===== src/rtl/menu_stream_tx_if.sv =====
// Byte stream from the menu streamer to a text display receiver.
// Master: tx_data, tx_valid out, tx_ready in. Slave: the reverse.
interface menu_stream_tx_if;
  logic [7:0] tx_data;
  logic       tx_valid;
  logic       tx_ready;

  modport master (
    output tx_data,
    output tx_valid,
    input  tx_ready
  );

  modport slave (
    input  tx_data,
    input  tx_valid,
    output tx_ready
  );
endinterface


===== src/rtl/menu_stream_tx.sv =====
// Streams a menu from a name ROM to a text display as a byte stream.
// Ports: clk, reset_n (sync, active low), start, num_entries, rom_addr/rom_data, tx (master), busy, done.
module menu_stream_tx #(
  parameter int NAME_LEN  = 16,
  parameter int MAX_LINES = 30
) (
  input  logic             clk,
  input  logic             reset_n,
  input  logic             start,
  input  logic [4:0]       num_entries,
  output logic [8:0]       rom_addr,
  input  logic [7:0]       rom_data,
  menu_stream_tx_if.master tx,
  output logic             busy,
  output logic             done
);

  localparam logic [4:0] LMAX  = 5'(MAX_LINES - 1);
  localparam logic [3:0] CLAST = 4'(NAME_LEN - 1);

  typedef enum logic [3:0] {
    IDLE,
    HIDE,
    HOME,
    FETCH,
    WAIT,
    CHAR,
    EOL,
    ROW1,
    SHOW,
    DONE
  } state_e;

  state_e     state_q, state_d;
  logic [4:0] line_q, line_d;
  logic [3:0] char_q, char_d;
  logic [4:0] last_q, last_d;
  logic [7:0] tx_data_q, tx_data_d;
  logic       tx_valid_q, tx_valid_d;
  logic       done_q, done_d;
  logic [8:0] rom_addr_q, rom_addr_d;

  logic xfer;
  logic more_lines;

  // Name bytes are sanitised so they can never act as display commands.
  function automatic logic [7:0] map_byte(input logic [7:0] b);
    logic [7:0] r;
    r = b;
    if (b[7]) begin
      r = 8'h3F;
    end else if (b == 8'h0D) begin
      r = 8'h20;
    end
    return r;
  endfunction

  assign xfer       = tx_valid_q & tx.tx_ready;
  assign more_lines = (line_q < last_q);

  always_comb begin
    state_d    = state_q;
    line_d     = line_q;
    char_d     = char_q;
    last_d     = last_q;
    tx_data_d  = tx_data_q;
    tx_valid_d = tx_valid_q;
    done_d     = 1'b0;
    rom_addr_d = rom_addr_q;

    unique case (state_q)
      IDLE: begin
        if (start) begin
          state_d    = HIDE;
          line_d     = '0;
          char_d     = '0;
          last_d     = (num_entries > LMAX) ? LMAX : num_entries;
          tx_data_d  = 8'h83;
          tx_valid_d = 1'b1;
        end
      end
      HIDE: begin
        if (xfer) begin
          state_d   = HOME;
          tx_data_d = 8'h80;
        end
      end
      HOME: begin
        if (xfer) begin
          state_d    = FETCH;
          tx_valid_d = 1'b0;
          rom_addr_d = {line_q, char_q};
        end
      end
      FETCH: begin
        state_d = WAIT;
      end
      WAIT: begin
        tx_valid_d = 1'b1;
        if (rom_data != 8'h00) begin
          state_d   = CHAR;
          tx_data_d = map_byte(rom_data);
        end else if (more_lines) begin
          state_d   = EOL;
          tx_data_d = 8'h0D;
        end else begin
          state_d   = ROW1;
          tx_data_d = 8'h81;
        end
      end
      CHAR: begin
        if (xfer) begin
          if (char_q == CLAST) begin
            // Full-width name: end the line without another ROM read.
            if (more_lines) begin
              state_d   = EOL;
              tx_data_d = 8'h0D;
            end else begin
              state_d   = ROW1;
              tx_data_d = 8'h81;
            end
          end else begin
            state_d    = FETCH;
            tx_valid_d = 1'b0;
            char_d     = char_q + 4'd1;
            rom_addr_d = {line_q, char_q + 4'd1};
          end
        end
      end
      EOL: begin
        if (xfer) begin
          state_d    = FETCH;
          tx_valid_d = 1'b0;
          line_d     = line_q + 5'd1;
          char_d     = '0;
          rom_addr_d = {line_q + 5'd1, 4'd0};
        end
      end
      ROW1: begin
        if (xfer) begin
          state_d   = SHOW;
          tx_data_d = 8'h82;
        end
      end
      SHOW: begin
        if (xfer) begin
          state_d    = DONE;
          tx_valid_d = 1'b0;
          done_d     = 1'b1;
        end
      end
      DONE: begin
        state_d = IDLE;
      end
      default: begin
        state_d    = IDLE;
        tx_valid_d = 1'b0;
      end
    endcase
  end

  always_ff @(posedge clk) begin
    if (!reset_n) begin
      state_q    <= IDLE;
      line_q     <= '0;
      char_q     <= '0;
      last_q     <= '0;
      tx_data_q  <= '0;
      tx_valid_q <= 1'b0;
      done_q     <= 1'b0;
      rom_addr_q <= '0;
    end else begin
      state_q    <= state_d;
      line_q     <= line_d;
      char_q     <= char_d;
      last_q     <= last_d;
      tx_data_q  <= tx_data_d;
      tx_valid_q <= tx_valid_d;
      done_q     <= done_d;
      rom_addr_q <= rom_addr_d;
    end
  end

  assign tx.tx_data  = tx_data_q;
  assign tx.tx_valid = tx_valid_q;
  assign rom_addr    = rom_addr_q;
  assign done        = done_q;
  assign busy        = (state_q != IDLE);

endmodule

===== src/flat_wrapper.sv =====
// flat-port wrapper written by rule: the top's interface ports become plain ports
module menu_stream_tx_flat 
#(
  parameter int NAME_LEN  = 16,
  parameter int MAX_LINES = 30
)
  (clk, reset_n, start, num_entries, rom_addr, rom_data, busy, done, tx_tx_data, tx_tx_valid, tx_tx_ready);
  menu_stream_tx_if tx_i ();
  input  logic clk;
  input  logic reset_n;
  input  logic start;
  input  logic [4:0] num_entries;
  output logic [8:0] rom_addr;
  input  logic [7:0] rom_data;
  output logic busy;
  output logic done;
  output wire logic [$bits(tx_i.tx_data)-1:0] tx_tx_data;
  output wire logic [$bits(tx_i.tx_valid)-1:0] tx_tx_valid;
  input wire logic [$bits(tx_i.tx_ready)-1:0] tx_tx_ready;
  assign tx_tx_data = tx_i.tx_data;
  assign tx_tx_valid = tx_i.tx_valid;
  assign tx_i.tx_ready = tx_tx_ready;
  menu_stream_tx #(.NAME_LEN(NAME_LEN), .MAX_LINES(MAX_LINES)) u_core (.clk(clk), .reset_n(reset_n), .start(start), .num_entries(num_entries), .rom_addr(rom_addr), .rom_data(rom_data), .tx(tx_i), .busy(busy), .done(done));
endmodule

===== config.mk =====
export PLATFORM = sky130hd
export DESIGN_NAME = menu_stream_tx_flat
export DESIGN_NICKNAME = d
export VERILOG_FILES = /design/src/rtl/menu_stream_tx_if.sv /design/src/rtl/menu_stream_tx.sv /design/src/flat_wrapper.sv
export SDC_FILE = /design/constraint.sdc
export NUM_CORES = 1
export LEC_CHECK = 0
export BUFFER_PORTS_ARGS = -buffer_cell sky130_fd_sc_hd__buf_4
export CORE_ASPECT_RATIO = 1.75
export CORE_MARGIN = 2
export CORE_UTILIZATION = 53
export CTS_CLUSTER_SIZE = 25
export DETAILED_ROUTE_END_ITERATION = 10
export GPL_ROUTABILITY_DRIVEN = 0
export PLACE_DENSITY = 0.74
export RECOVER_POWER = 100
export SLEW_MARGIN = 20
export SYNTH_ARGS = -nofsm -noshare
export SYNTH_HDL_FRONTEND = slang
export SYNTH_SLANG_ARGS = --single-unit

===== constraint.sdc =====
create_clock -name clk -period 2.4 [get_ports clk]
set_clock_uncertainty 0.1 [all_clocks]
set_input_delay 0.12 -clock clk [delete_from_list [all_inputs] [get_ports clk]]
set_output_delay 0.12 -clock clk [all_outputs]
set_load 0.05 [all_outputs]

### Word-level counts from Yosys, hierarchy flattened

Cells that the tools add are included.
Widths: inputs -> output; s select.

| word-level totals | value |
|---|---|
| bits in registers | 37 |
| word-level logic and storage cells | 94 |
| output and inout port bits | 20 |

| cells by class | value |
|---|---|
| reductions and logical operators | 18 |
| eq/ne operators | 22 |
| mux-type cells | 40 |
| bitwise gates (word level) | 2 |
| $lt $le $gt $ge | 2 |
| $add $sub $neg | 2 |

Operators with widths:

| operator | number |
|---|---|
| $mux 8 | 8 |
| $mux 4 | 11 |
| $pmux 8 s5 | 1 |
| $mux 9 | 4 |
| $pmux 4 s8 | 1 |
| $pmux 9 s3 | 1 |
| $ne 2x1->1 const B | 9 |
| $eq 4x3->1 const B | 4 |
| $mux 5 | 3 |
| $reduce_and 5->1 | 3 |
| $eq 4x4->1 const B | 3 |
| $pmux 4 s3 | 1 |
| $reduce_and 6->1 | 2 |
| $pmux 5 s2 | 1 |
| $eq 4x2->1 const B | 2 |
| $eq 8x4->1 const B | 1 |
| $reduce_bool 8->1 | 1 |
| $mux 7 | 1 |
| $mux 1 | 6 |
| $reduce_bool 3->1 | 2 |
| $add 5x1->5 const B | 1 |
| $gt 5x5->1 const B | 1 |
| $lt 5x5->1 | 1 |
| $pmux 1 s5 | 1 |
| 15 further kinds | 17 |

### Longest topological paths before layout

Gate-level depths: netlist of run 1.

| logic depth | value |
|---|---|
| depth after elaboration | 5 |
| gate-level depth with buffers | 7 |
| depth with buffers taken out | 7 |

### Worst setup path before layout of run 1

Ideal clock, no wire load.

| timing path | value |
|---|---|
| path kind | register to register |
| from | register u_core.tx_valid_q, in the netlist u_core.tx.tx_valid |
| to | register u_core.tx_data_q[2], in the netlist u_core.tx.tx_data[2] |
| slack | 0.301 ns |
| library setup time | 0.122 ns |
| cell stages (with the launch flop) | 6 |
| arrival time | 1.878 ns |
| buffers on the path | 0 |
| period minus slack after synthesis | 2.099 ns |
| cell sequence | dfxtp_1 -> nand2_1 -> a21oi_1 -> o2111ai_4 -> and2_4 -> a221o_1 |

| between the ends | value |
|---|---|
| word-level cells in the longest chain between the ends | 3 |
| elaborated cells between the ends (all ways) | 5 |
| classes of those cells | 3 x eq/ne; 1 x bitwise; 1 x reduce/logical |

RTL lines:

| element | line | RTL |
|---|---|---|
| from (decl) | menu_stream_tx.sv:39 | `logic tx_valid_q, tx_valid_d;` |
| from (signal assigned) | menu_stream_tx.sv:178 | `tx_valid_q <= tx_valid_d;` |
| $and 1x1->1 * | menu_stream_tx.sv:58 | `assign xfer = tx_valid_q & tx.tx_ready;` |
| $ne 2x1->1 (no source line) | n/a |  |
| $reduce_and 6->1 (no source line) * | n/a |  |
| to (signal assigned) | menu_stream_tx.sv:177 | `tx_data_q <= tx_data_d;` |
| to (decl) | menu_stream_tx.sv:38 | `logic [7:0] tx_data_q, tx_data_d;` |

Every way passes the cells marked *; elsewhere a longest branch is shown, timed or not.
A chain may end at the register's enable or synchronous reset.

### Worst setup path in the final report of run 1

| timing path | value |
|---|---|
| from | register u_core.state_q[2] |
| to | register u_core.tx_data_q[2], in the netlist u_core.tx.tx_data[2] |

| between the ends | value |
|---|---|
| word-level cells in the longest chain between the ends | 3 |
| elaborated cells between the ends (all ways) | 13 |
| classes of those cells | 9 x eq/ne; 1 x mux; 3 x reduce/logical |

RTL lines:

| element | line | RTL |
|---|---|---|
| from (decl) | menu_stream_tx.sv:34 | `state_e state_q, state_d;` |
| from (signal assigned) | menu_stream_tx.sv:173 | `state_q <= state_d;` |
| $eq 4x1->1, or another cell as far along | menu_stream_tx.sv:71 | `unique case (state_q)` |
| $reduce_bool 5->1 (no source line), or another cell as far along | n/a |  |
| $reduce_and 6->1 (no source line) | n/a |  |

Parallel ways exist; a longest one is shown, timed or not.

==> qor.csv, run 1 <==
metric,value,unit
Mapped Avg Cell Area,8.16,µm²
routed vias/inst,5.95,
"EDFF count, synth",0,
Setup TNS,0,ns
Synth Net Count,303,
Int Power,1320,µW
most frequent cells in the layout,"37 x dfxtp_1, 29 x buf_4, 27 x nor2_1",
Worst Max-Slew Pin Slew,0.644,ns
final hold viol count,0,
main flop type after synthesis,dfxtp_1,
Slew Limit Headroom,0.568,
clock-pin slew on the worst setup and hold paths,0.07,ns
flop-to-flop setup slack,0.26,ns
Core Footprint,0.00415,mm²
Die Y,90.8,µm
"Critical Path, Cell by Cell","buf_4, nor2_1, o21ai_1, o2111ai_4, and2_0, a221o_1",
share of cells above drive strength 1,0.144,
"Async S/R FF share, synth",0,
clock root cell,clkbuf_8,
FF-to-FF Start,u_core.state_q[2]$_SDFFE_PN0P_,
CTS HTree Levels,2,
Design Power,2170,µW
outcome,completed,
clk_lat worst skew,0.29,ns
compound-gate portion of the synthesized area,0.290,
pre-CTS setup slack,0.316,ns
hpwl dp,4540,µm
# resized after CTS,0,
Synth Area in Adders,0.0329,
GR Util All Layers,0.262,
die area,0.00487,mm²
Switching Share,0.392,
Worst EP required,2.48,ns
crit-path max cell delay,0.57,ns
Period minus WS final,2.14,ns
hold_sp,num_entries[1],
"antenna viol nets, final",0,
Sw Pwr,853,µW
Vias,2237,
final cell count without fillers,376,
Worst Path Arrival,2.23,ns
Nets,349,
CP startpoint,u_core.state_q[2]$_SDFFE_PN0P_,
Synth Area in XOR/XNOR,0.00767,
multiplexer area fraction after synthesis,0.0307,
DRT iter0 DRCs,48,
maxcap violations,0,
type of the worst min-delay path,primary input to register,
global route total overflow,0,
# rows,31,
CTS tree,yes,
Routed WL,5810,µm
Final setup viols,0,
Antenna diodes,0,
TritonCTS Sinks,37,
Synth Register Bits,37,
highest clock rate,0.466,GHz
Critical Path End Type,register,
WL/cell,15.5,µm
die span in x,53.6,µm
port buffer count,36,
Synth-to-Final Area Change,18.2,%
TritonRoute pass-1 iters,4,
RSZ-0062 raised after global routing,no,
vias in the first global route,2203,
simple-gate share of the synthesized area,0.250,
I/O Pins,37,
final worst slack,0.255,ns
combinational fraction of design power,0.395,
CP max stage cell,dfxtp_1,
Initial Util,0.550,
CP Class,register to register,
largest net degree at the start of global routing,27,
Worst Path Max Fanout,13,
clock network fraction of total power,0.257,
CTS Buffer Depth,2,
Power Density,805,mW/mm²
Peak VDD IR,0.000604,V
DP Cell Count,364,
Leak,0.00101,µW
count of cell types in the netlist,60,
sequential share of the synthesized area,0.324,
TritonCTS buffer count,5,
Post-route DRC,0,
Slew Limit Fails,0,
Post-Syn Instances,280,
Synth Warn #,0,
period utilisation layout,0.894,
Post-Synthesis Cell Area,0.00228,mm²
initial antenna violation count,0,
sequential share of power,0.348,
first-pass GRT wire length,9680,µm
"leading cell type in the layout, fill and taps excluded",dfxtp_1,
crit path launch type,register,
main combinational cell family by area after synthesis,compound AO/OA/AOI/OAI gates,
-- worst max-delay path: cells and delay by family, from the launching register on --
family	cells	cell delay [ns]
DFF	1	0.57
buffers and inverters	1	0.23
AOI/OAI and AO/OA	3	0.83
and+or+nand+nor	2	0.29
-- registers in the layout, indices dropped and copies added, names as in the netlist --
signal and flops:
u_core.char_q 4, u_core.done 1, u_core.last_q 5, u_core.line_q 5
u_core.rom_addr 9, u_core.state_q 4, u_core.tx.tx_data 8, u_core.tx.tx_valid 1
-- per-layer routing --
layer	track usage	share of wire
met5	0	0
met4	0.0897	0.019
met1	0.259	0.38
met2	0.502	0.58
met3	0.0480	0.020
-- cell usage after synthesis (all sizes together) (3+ instances only) --
cell    count  area share
o22ai       3      0.0082
nand2b      6       0.020
and2        4       0.012
clkbuf      7       0.012
and3        3      0.0082
mux2i       7       0.031
buf         9       0.028
a31oi       7       0.026
dfxtp      37        0.32
ha          6       0.033
o21a        3      0.0099
nor2       27       0.044
a211oi      8       0.036
inv        15       0.025
nand4       4       0.011
nor4        3       0.011
o21ai      18       0.039
a22oi       4       0.013
o211ai      3      0.0099
a21oi      22       0.048
nand2      26       0.043
or3         3      0.0082
nor3        5       0.011
nand3      11       0.026
a311oi      5       0.019
-- power by group through the flow --
stage / sequential (µW) / clock, µW / combinational (µW)
floorplan: 863 / 0 / 553
global placement: 769 / 0 / 892
detailed placement: 770 / 0 / 902
CTS: 756 / 567 / 910
global route: 766 / 588 / 922
finish: 756 / 558 / 859
-- through the flow --
step                       util  area, µm²  hold WS, ns
final                     0.650       2700      0.00652
after global routing      0.650       2700      0.00237
after detailed placement  0.636       2640        0.290
after CTS                 0.673       2790      0.00667
after global placement    0.636       2640        0.288
after floorplan               -       2280        0.156
-- cells by family (layout without fill, tap and decap cells) --
family,count (synthesis),in the layout
AND/OR/NAND/NOR,105,105
buffers and inverters,31,78
XOR/XNOR,2,2
AO/OA/AOI/OAI,92,92
flip-flops,37,37
adder cells (fa/ha/maj),6,6
multiplexers,7,7
-- repair_timing --
action / 4_1_cts / 5_1_grt
hold buffers: 4 / 0
setup endpoints to repair: 0 / 0
buffers inserted: 0 / 0
hold endpoints to repair: 4 / 0
-- worst paths after layout --
path | to | cells after the start
setup / recovery | u_core.tx.tx_data[2]$_SDFFE_PN0P_ | 6
hold / removal | u_core.last_q[1]$_SDFFE_PN0P_ | 3
hold reg to reg | u_core.last_q[3]$_SDFFE_PN0P_ | 2
setup reg to reg | u_core.tx.tx_data[2]$_SDFFE_PN0P_ | 6
-- area by class of cell --
cell class	count	area (µm²)
Clock buffer	7	86.3
Clock inverter	1	30.0
Fill cell	398	1450
Inverter	15	56.3
Multi-Input combinational cell	212	1380
Sequential cell	37	741
Tap cell	49	61.3
Timing Repair Buffer	55	342
No activity file was read; power rests on OpenSTA's default activity.
==> run 2, diff against run 1 <==
ABC_AREA = 1   (was not set)
==> run 2 against run 1 <==
Effect of this change: first-iteration DRC count down 25%; final cell count up 3.2%; critical path depth up 4; synthesized area decreased by 9.2%; critical path type unchanged; largest cell class unchanged; highest routed layer unchanged.
==> qor.csv, run 2 <==
metric,value,unit,change
hold buffers post-CTS,0,,was 4
TritonCTS Sinks,37,,unchanged
period utilisation layout,0.832,,was 0.894
Leak,0.00103,µW,was 0.00101 µW
"Async S/R FF share, synth",0,,unchanged
Power Density,1030,mW/mm²,was 805 mW/mm²
"leading cell type in the layout, fill and taps excluded",nand2_1,,was dfxtp_1
GR Util All Layers,0.246,,was 0.262
"antenna viol nets, final",0,,unchanged
crit-path max cell delay,0.43,ns,was 0.57 ns
main flop type after synthesis,dfxtp_1,,unchanged
CP dominant cell by count,nor2_1,,
count of cell types in the netlist,30,,was 60
post-CTS setup repair buffer count,0,,unchanged
Period minus WS final,2.00,ns,was 2.14 ns
Post-Syn Instances,303,,was 280
Core Footprint,0.00383,mm²,was 0.00415 mm²
Post-Synthesis Cell Area,0.00207,mm²,was 0.00228 mm²
clock-pin slew on the worst setup and hold paths,0.07,ns,about the same
Routed WL,4730,µm,was 5810 µm
Worst EP required,2.48,ns,about the same
RSZ-0062 raised after global routing,no,,unchanged
DRT iter0 DRCs,36,,was 48
Synth-to-Final Area Change,13.5,%,was 18.2%
"Critical Path, Cell by Cell","ha_1, nand2_1, nor2_1, nor2_2, nor2_1, nand2_2, nor2_1, inv_4, nor3_2, nor2_1",,"was buf_4, nor2_1, o21ai_1, o2111ai_4, and2_0, a221o_1"
Worst Path Max Fanout,8,,was 13
Post-DP Area,0.00236,mm²,was 0.00264 mm²
# rows,30,,was 31
pre-CTS setup slack,0.643,ns,was 0.316 ns
Synth top area share,0.357,,was 0.324
WL/cell,12.2,µm,was 15.5 µm
largest cells by area after synthesis,"dfxtp_1 36%, nand2_1 14%, a21oi_1 7.0%, nor2_1 5.6%, o21ai_0 5.6%",,"was dfxtp_1 32%, a21oi_1 4.8%, nor2_1 4.4%, nand2_1 4.3%, o21ai_0 3.5%"
highest clock rate,0.501,GHz,was 0.466 GHz
final core utilization,0.614,,was 0.650
share of cells above drive strength 1,0.124,,was 0.144
Worst Path Arrival,2.08,ns,was 2.23 ns
"EDFF count, synth",0,,unchanged
routed vias/inst,5.25,,was 5.95
largest net degree at the start of global routing,24,,was 27
Synth Net Count,326,,was 303
CTS HTree Levels,2,,unchanged
CP max stage cell,dfxtp_1,,unchanged
Slew Limit Headroom,0.594,,was 0.568
die area,0.00445,mm²,was 0.00487 mm²
Initial Util,0.542,,was 0.550
crit path launch type,register,,unchanged
CTS tree,yes,,unchanged
Worst Max-Slew Pin Slew,0.612,ns,was 0.644 ns
first-pass GRT wire length,8450,µm,was 9680 µm
most frequent cell after synthesis,nand2_1,,was dfxtp_1
vias in the first global route,2039,,"was 2,203"
final hold viol count,0,,unchanged
Antenna diodes,0,,unchanged
hpwl dp,3660,µm,was 4540 µm
clk_lat worst skew,0.28,ns,was 0.29 ns
post-route cell area,0.00235,mm²,was 0.00270 mm²
Setup TNS,0,ns,unchanged
Worst Path Buf+Inv,1,,unchanged
CP Class,register to register,,unchanged
TritonRoute pass-1 iters,4,,unchanged
outcome,completed,,unchanged
Synth Register Bits,37,,unchanged
Die Y,86.7,µm,was 90.8 µm
Post-route DRC,0,,unchanged
CTS Buffer Depth,2,,unchanged
port buffer count,36,,unchanged
Critical Path End Type,register,,unchanged
Final setup viols,0,,unchanged
sequential share of the synthesized area,0.357,,was 0.324
final worst slack,0.404,ns,was 0.255 ns
clock root cell,clkbuf_8,,unchanged
type of the worst min-delay path,primary input to register,,unchanged
die span in x,51.3,µm,was 53.6 µm
Vias,2036,,"was 2,237"
# resized after CTS,0,,unchanged
I/O Pins,37,,unchanged
global route total overflow,0,,unchanged
most frequent cells in the layout,"78 x nand2_1, 37 x dfxtp_1, 33 x nor2_1",,"was 37 x dfxtp_1, 29 x buf_4, 27 x nor2_1"
Synth Warn #,0,,unchanged
Slew Limit Fails,0,,unchanged
max reg flops,9,,unchanged
"top cells by count, synth","75 x nand2_1, 37 x dfxtp_1, 31 x nor2_1, 29 x a21oi_1, 29 x inv_1",,"was 37 x dfxtp_1, 27 x nor2_1, 26 x nand2_1, 22 x a21oi_1, 16 x o21ai_0"
initial antenna violation count,0,,unchanged
Mapped Avg Cell Area,6.84,µm²,was 8.16 µm²
largest area contributor in the netlist,dfxtp_1,,unchanged
"CP delay by family, top",simple AND/OR/NAND/NOR gates,,was compound AO/OA/AOI/OAI gates
Peak VDD IR,0.000814,V,was 0.000604 V
TritonCTS buffer count,5,,unchanged
Nets,363,,was 349
maxcap violations,0,,unchanged
run 2: cell families after synthesis:
group	after synthesis	synth area share
AO/OA/AOI/OAI	68	0.183
flip-flops	37	0.357
XOR/XNOR	1	0.00423
AND/OR/NAND/NOR	150	0.333
buffers and inverters	41	0.0863
adder cells (fa/ha/maj)	6	0.0362
run 2: worst register-to-register path: stages, from the launching register on:
cell and delay (ns):
dfxtp_1 0.43, ha_1 0.20, nand2_1 0.07, nor2_1 0.18
nor2_2 0.07, nor2_1 0.13, nand2_2 0.05, nor2_1 0.38
inv_4 0.12, nor3_2 0.12, nor2_1 0.05
run 2: power by group:
| part | total (µW) | internal (µW) | leakage [µW] | switching, µW |
|---|---|---|---|---|
| clock network | 435 | 228 | 0.0000443 | 208 |
| registers | 877 | 749 | 0.000302 | 127 |
| logic | 1110 | 323 | 0.000683 | 792 |
| total | 2430 | 1300 | 0.00103 | 1130 |
run 2: final timing paths:
| check | start | endpoint | slack [ns] | depth (start not counted) |
|---|---|---|---|---|
| min reg2reg | u_core.tx.tx_data[5]$_SDFFE_PN0P_ | u_core.tx.tx_data[5]$_SDFFE_PN0P_ | 0.36 | 2 |
| min | rom_data[6] | u_core.tx.tx_data[6]$_SDFFE_PN0P_ | 0.02 | 3 |
| max | u_core.char_q[0]$_SDFFE_PN0P_ | u_core.tx.tx_data[0]$_SDFFE_PN0P_ | 0.40 | 10 |
| max reg2reg | u_core.char_q[0]$_SDFFE_PN0P_ | u_core.tx.tx_data[0]$_SDFFE_PN0P_ | 0.40 | 10 |
run 2: through the flow:
step | power (µW) | instances | hold slack, ns
2_1_floorplan | 1820 | 303 | 0.158
3_3_place_gp | 2070 | 381 | 0.314
3_5_place_dp | 2090 | 381 | 0.327
4_1_cts | 2530 | 388 | 0.0174
5_1_grt | 2630 | 388 | 0.0214
6_report | 2430 | 388 | 0.0159
run 2: cell type report:
| class | count | area, µm² |
|---|---|---|
| clock buffer | 7 | 86.3 |
| fill | 444 | 1480 |
| inverter | 35 | 134 |
| multi-input combinational | 225 | 1140 |
| sequential | 37 | 741 |
| tap | 48 | 60.1 |
| timing repair buffer | 36 | 195 |
run 2: per-layer routing:
metal  track usage  vias to the layer above  part of all wire
li1              -                     1071                 -
met1         0.251                      919              0.39
met2         0.465                       40              0.57
met3        0.0414                        6             0.030
met4         0.120                        0             0.015
met5             0                        -                 0
==> run 3, diff against run 2 <==
CORE_UTILIZATION = 50   (was 53)
PLACE_DENSITY = 0.73   (was 0.74)
clock period = 1.6 ns   (was 2.4 ns; I/O delays follow)
==> run 3 against run 2 <==
Effect of this change: critical path depth shrank 1; combinational power grew 120%; register-to-register slack lost 0.39 ns; routed wire length grew 16%; global-route usage grew 0.34 points; fmax grew 26%; hold slack lost 0.014 ns; sequential share of layout area shrank 5.1 points; die area grew 5.6%; first-iteration DRC count shrank 11%; power grew 82%; cell area grew 22%; critical endpoint is now u_core.state_q[2]$_SDFFE_PN0P_; largest power group unchanged.
==> qor.csv, run 3 (same netlist as run 2, synthesis figures left out) <==
metric,value,unit,change
outcome,completed,,unchanged
# rows,31,,was 30
"CP delay by family, top",simple AND/OR/NAND/NOR gates,,unchanged
Worst Path Max Fanout,7,,was 8
Vias,2246,,"was 2,036"
CTS Buffer Depth,2,,unchanged
Period minus WS final,1.59,ns,was 2.00 ns
Core Footprint,0.00407,mm²,was 0.00383 mm²
Routed WL,5510,µm,was 4730 µm
Leak,0.00126,µW,was 0.00103 µW
first-pass GRT wire length,8850,µm,was 8450 µm
Post-DP Area,0.00263,mm²,was 0.00236 mm²
final hold viol count,0,,unchanged
DRT iter0 DRCs,32,,was 36
"Critical Path, Cell by Cell","nor2_1, buf_4, nand3_2, a21oi_2, nor2_2, nand2_2, inv_2, o21ai_1, a21oi_1",,"was ha_1, nand2_1, nor2_1, nor2_2, nor2_1, nand2_2, nor2_1, inv_4, nor3_2, nor2_1"
Synth-to-Final Area Change,38.5,%,was 13.5%
Antenna diodes,0,,unchanged
Die Y,89.2,µm,was 86.7 µm
Nets,403,,was 363
GR Util All Layers,0.249,,was 0.246
type of the worst min-delay path,primary input to register,,unchanged
TritonRoute pass-1 iters,4,,unchanged
"leading cell type in the layout, fill and taps excluded",nand2_1,,unchanged
Worst Path Buf+Inv,2,,was 1
Slew Limit Fails,0,,unchanged
most frequent cells in the layout,"67 x nand2_1, 53 x buf_4, 27 x dfxtp_1",,"was 78 x nand2_1, 37 x dfxtp_1, 33 x nor2_1"
share of cells above drive strength 1,0.334,,was 0.124
die span in x,52.7,µm,was 51.3 µm
hpwl dp,3950,µm,was 3660 µm
largest net degree at the start of global routing,24,,unchanged
Critical Path End Type,register,,unchanged
clock root cell,clkbuf_8,,unchanged
Worst Max-Slew Pin Slew,0.606,ns,was 0.612 ns
Initial Util,0.509,,was 0.542
Setup TNS,0,ns,unchanged
CP Class,register to register,,unchanged
Peak VDD IR,0.00114,V,was 0.000814 V
post-route cell area,0.00287,mm²,was 0.00235 mm²
global route total overflow,0,,unchanged
initial antenna violation count,0,,unchanged
I/O Pins,37,,unchanged
"antenna viol nets, final",0,,unchanged
clk_lat worst skew,0.29,ns,was 0.28 ns
Slew Limit Headroom,0.595,,was 0.594
clock-pin slew on the worst setup and hold paths,0.07,ns,about the same
Worst EP required,1.65,ns,was 2.48 ns
port buffer count,36,,unchanged
Worst Path Arrival,1.64,ns,was 2.08 ns
CTS HTree Levels,2,,unchanged
TritonCTS buffer count,5,,unchanged
maxcap violations,0,,unchanged
vias in the first global route,2097,,"was 2,039"
period utilisation layout,0.994,,was 0.832
die area,0.00470,mm²,was 0.00445 mm²
final core utilization,0.705,,was 0.614
routed vias/inst,5.24,,was 5.25
max reg flops,9,,unchanged
highest clock rate,0.629,GHz,was 0.501 GHz
crit path launch type,register,,unchanged
RSZ-0062 raised after global routing,yes,,was no
Post-route DRC,0,,unchanged
Power Density,1540,mW/mm²,was 1030 mW/mm²
CP max stage cell,dfxtp_4,,was dfxtp_1
Final setup viols,0,,unchanged
crit-path max cell delay,0.38,ns,was 0.43 ns
WL/cell,12.8,µm,was 12.2 µm
CTS tree,yes,,unchanged
Hold WS,0.00181,ns,was 0.0159 ns
TritonCTS Sinks,37,,unchanged
==> run 3: cell types whose count changed in the layout (fill, tap and decap cells not counted), moves of 5 or more <==
| cell | previous run | this run |
|---|---|---|
| o21ai_0 | 24 | 17 |
| nor2_1 | 33 | 26 |
| inv_1 | 31 | 25 |
| nand2_2 | 2 | 11 |
| a21oi_2 | 0 | 5 |
| dfxtp_2 | 0 | 8 |
| o21ai_1 | 1 | 7 |
| a21oi_1 | 29 | 24 |
| nand2_1 | 78 | 67 |
| buf_4 | 16 | 53 |
| dfxtp_1 | 37 | 27 |
| inv_2 | 3 | 9 |
==> run 3: cell type report <==
type                    instances  area (µm²)
well taps                      49        61.3
multi-input cells             225        1300
repair buffers                 76         536
inverters                      35         134
fillers                       365        1200
clock buffers                   7        86.3
flip-flops and latches         37         758
==> run 3: worst paths after layout <==
check                                                  startpoint                                 to  slack [ns]  cells after the start
worst max register to register     u_core.state_q[1]$_SDFFE_PN0P_     u_core.state_q[2]$_SDFFE_PN0P_        0.01                      9
worst min register to register  u_core.tx.tx_data[5]$_SDFFE_PN0P_  u_core.tx.tx_data[5]$_SDFFE_PN0P_        0.36                      2
worst min-delay path                               num_entries[1]      u_core.last_q[1]$_SDFFE_PN0P_       0.002                      3
worst max-delay path               u_core.state_q[1]$_SDFFE_PN0P_     u_core.state_q[2]$_SDFFE_PN0P_        0.01                      9
==> run 3: through the flow <==
step / std cells / power, µW / setup slack, ns
final: 429 / 4410 / 0.00997
after floorplan: 303 / 2750 / 0.0342
after CTS: 426 / 4200 / 0.00496
after global routing: 429 / 4710 / -0.0710
after global placement: 415 / 3440 / -0.0490
after detailed placement: 415 / 3490 / -0.0500
==> run 3: where the power goes <==
part | switching, µW | internal [µW]
Combinational | 1500 | 932
Clock | 317 | 342
Sequential | 164 | 1150
Total | 1990 | 2420
==> run 3: layer usage <==
| metal | GRT usage | wire [µm] | vias to the layer above | part of all wire |
|---|---|---|---|---|
| met5 | 0 | 0 | - | 0 |
| met4 | 0.0956 | 89 | 0 | 0.016 |
| met3 | 0.0418 | 153 | 9 | 0.028 |
| met2 | 0.468 | 3150 | 47 | 0.57 |
| met1 | 0.268 | 2110 | 1043 | 0.38 |
| li1 | - | - | 1147 | - |
==> run 3: repair_timing <==
item	4_1_cts	5_1_grt
endpoints found under the setup margin	28	31
resized for setup	12	38
gates cloned	0	0
pin swaps	5	18
setup buffers	1	3
endpoints found under the hold margin	2	0
hold buffers	3	0
==> run 3: tightest hold or removal path, stage by stage <==
cell	delay, ns
buf_4	0.08
a21oi_1	0.06
a211oi_2	0.12
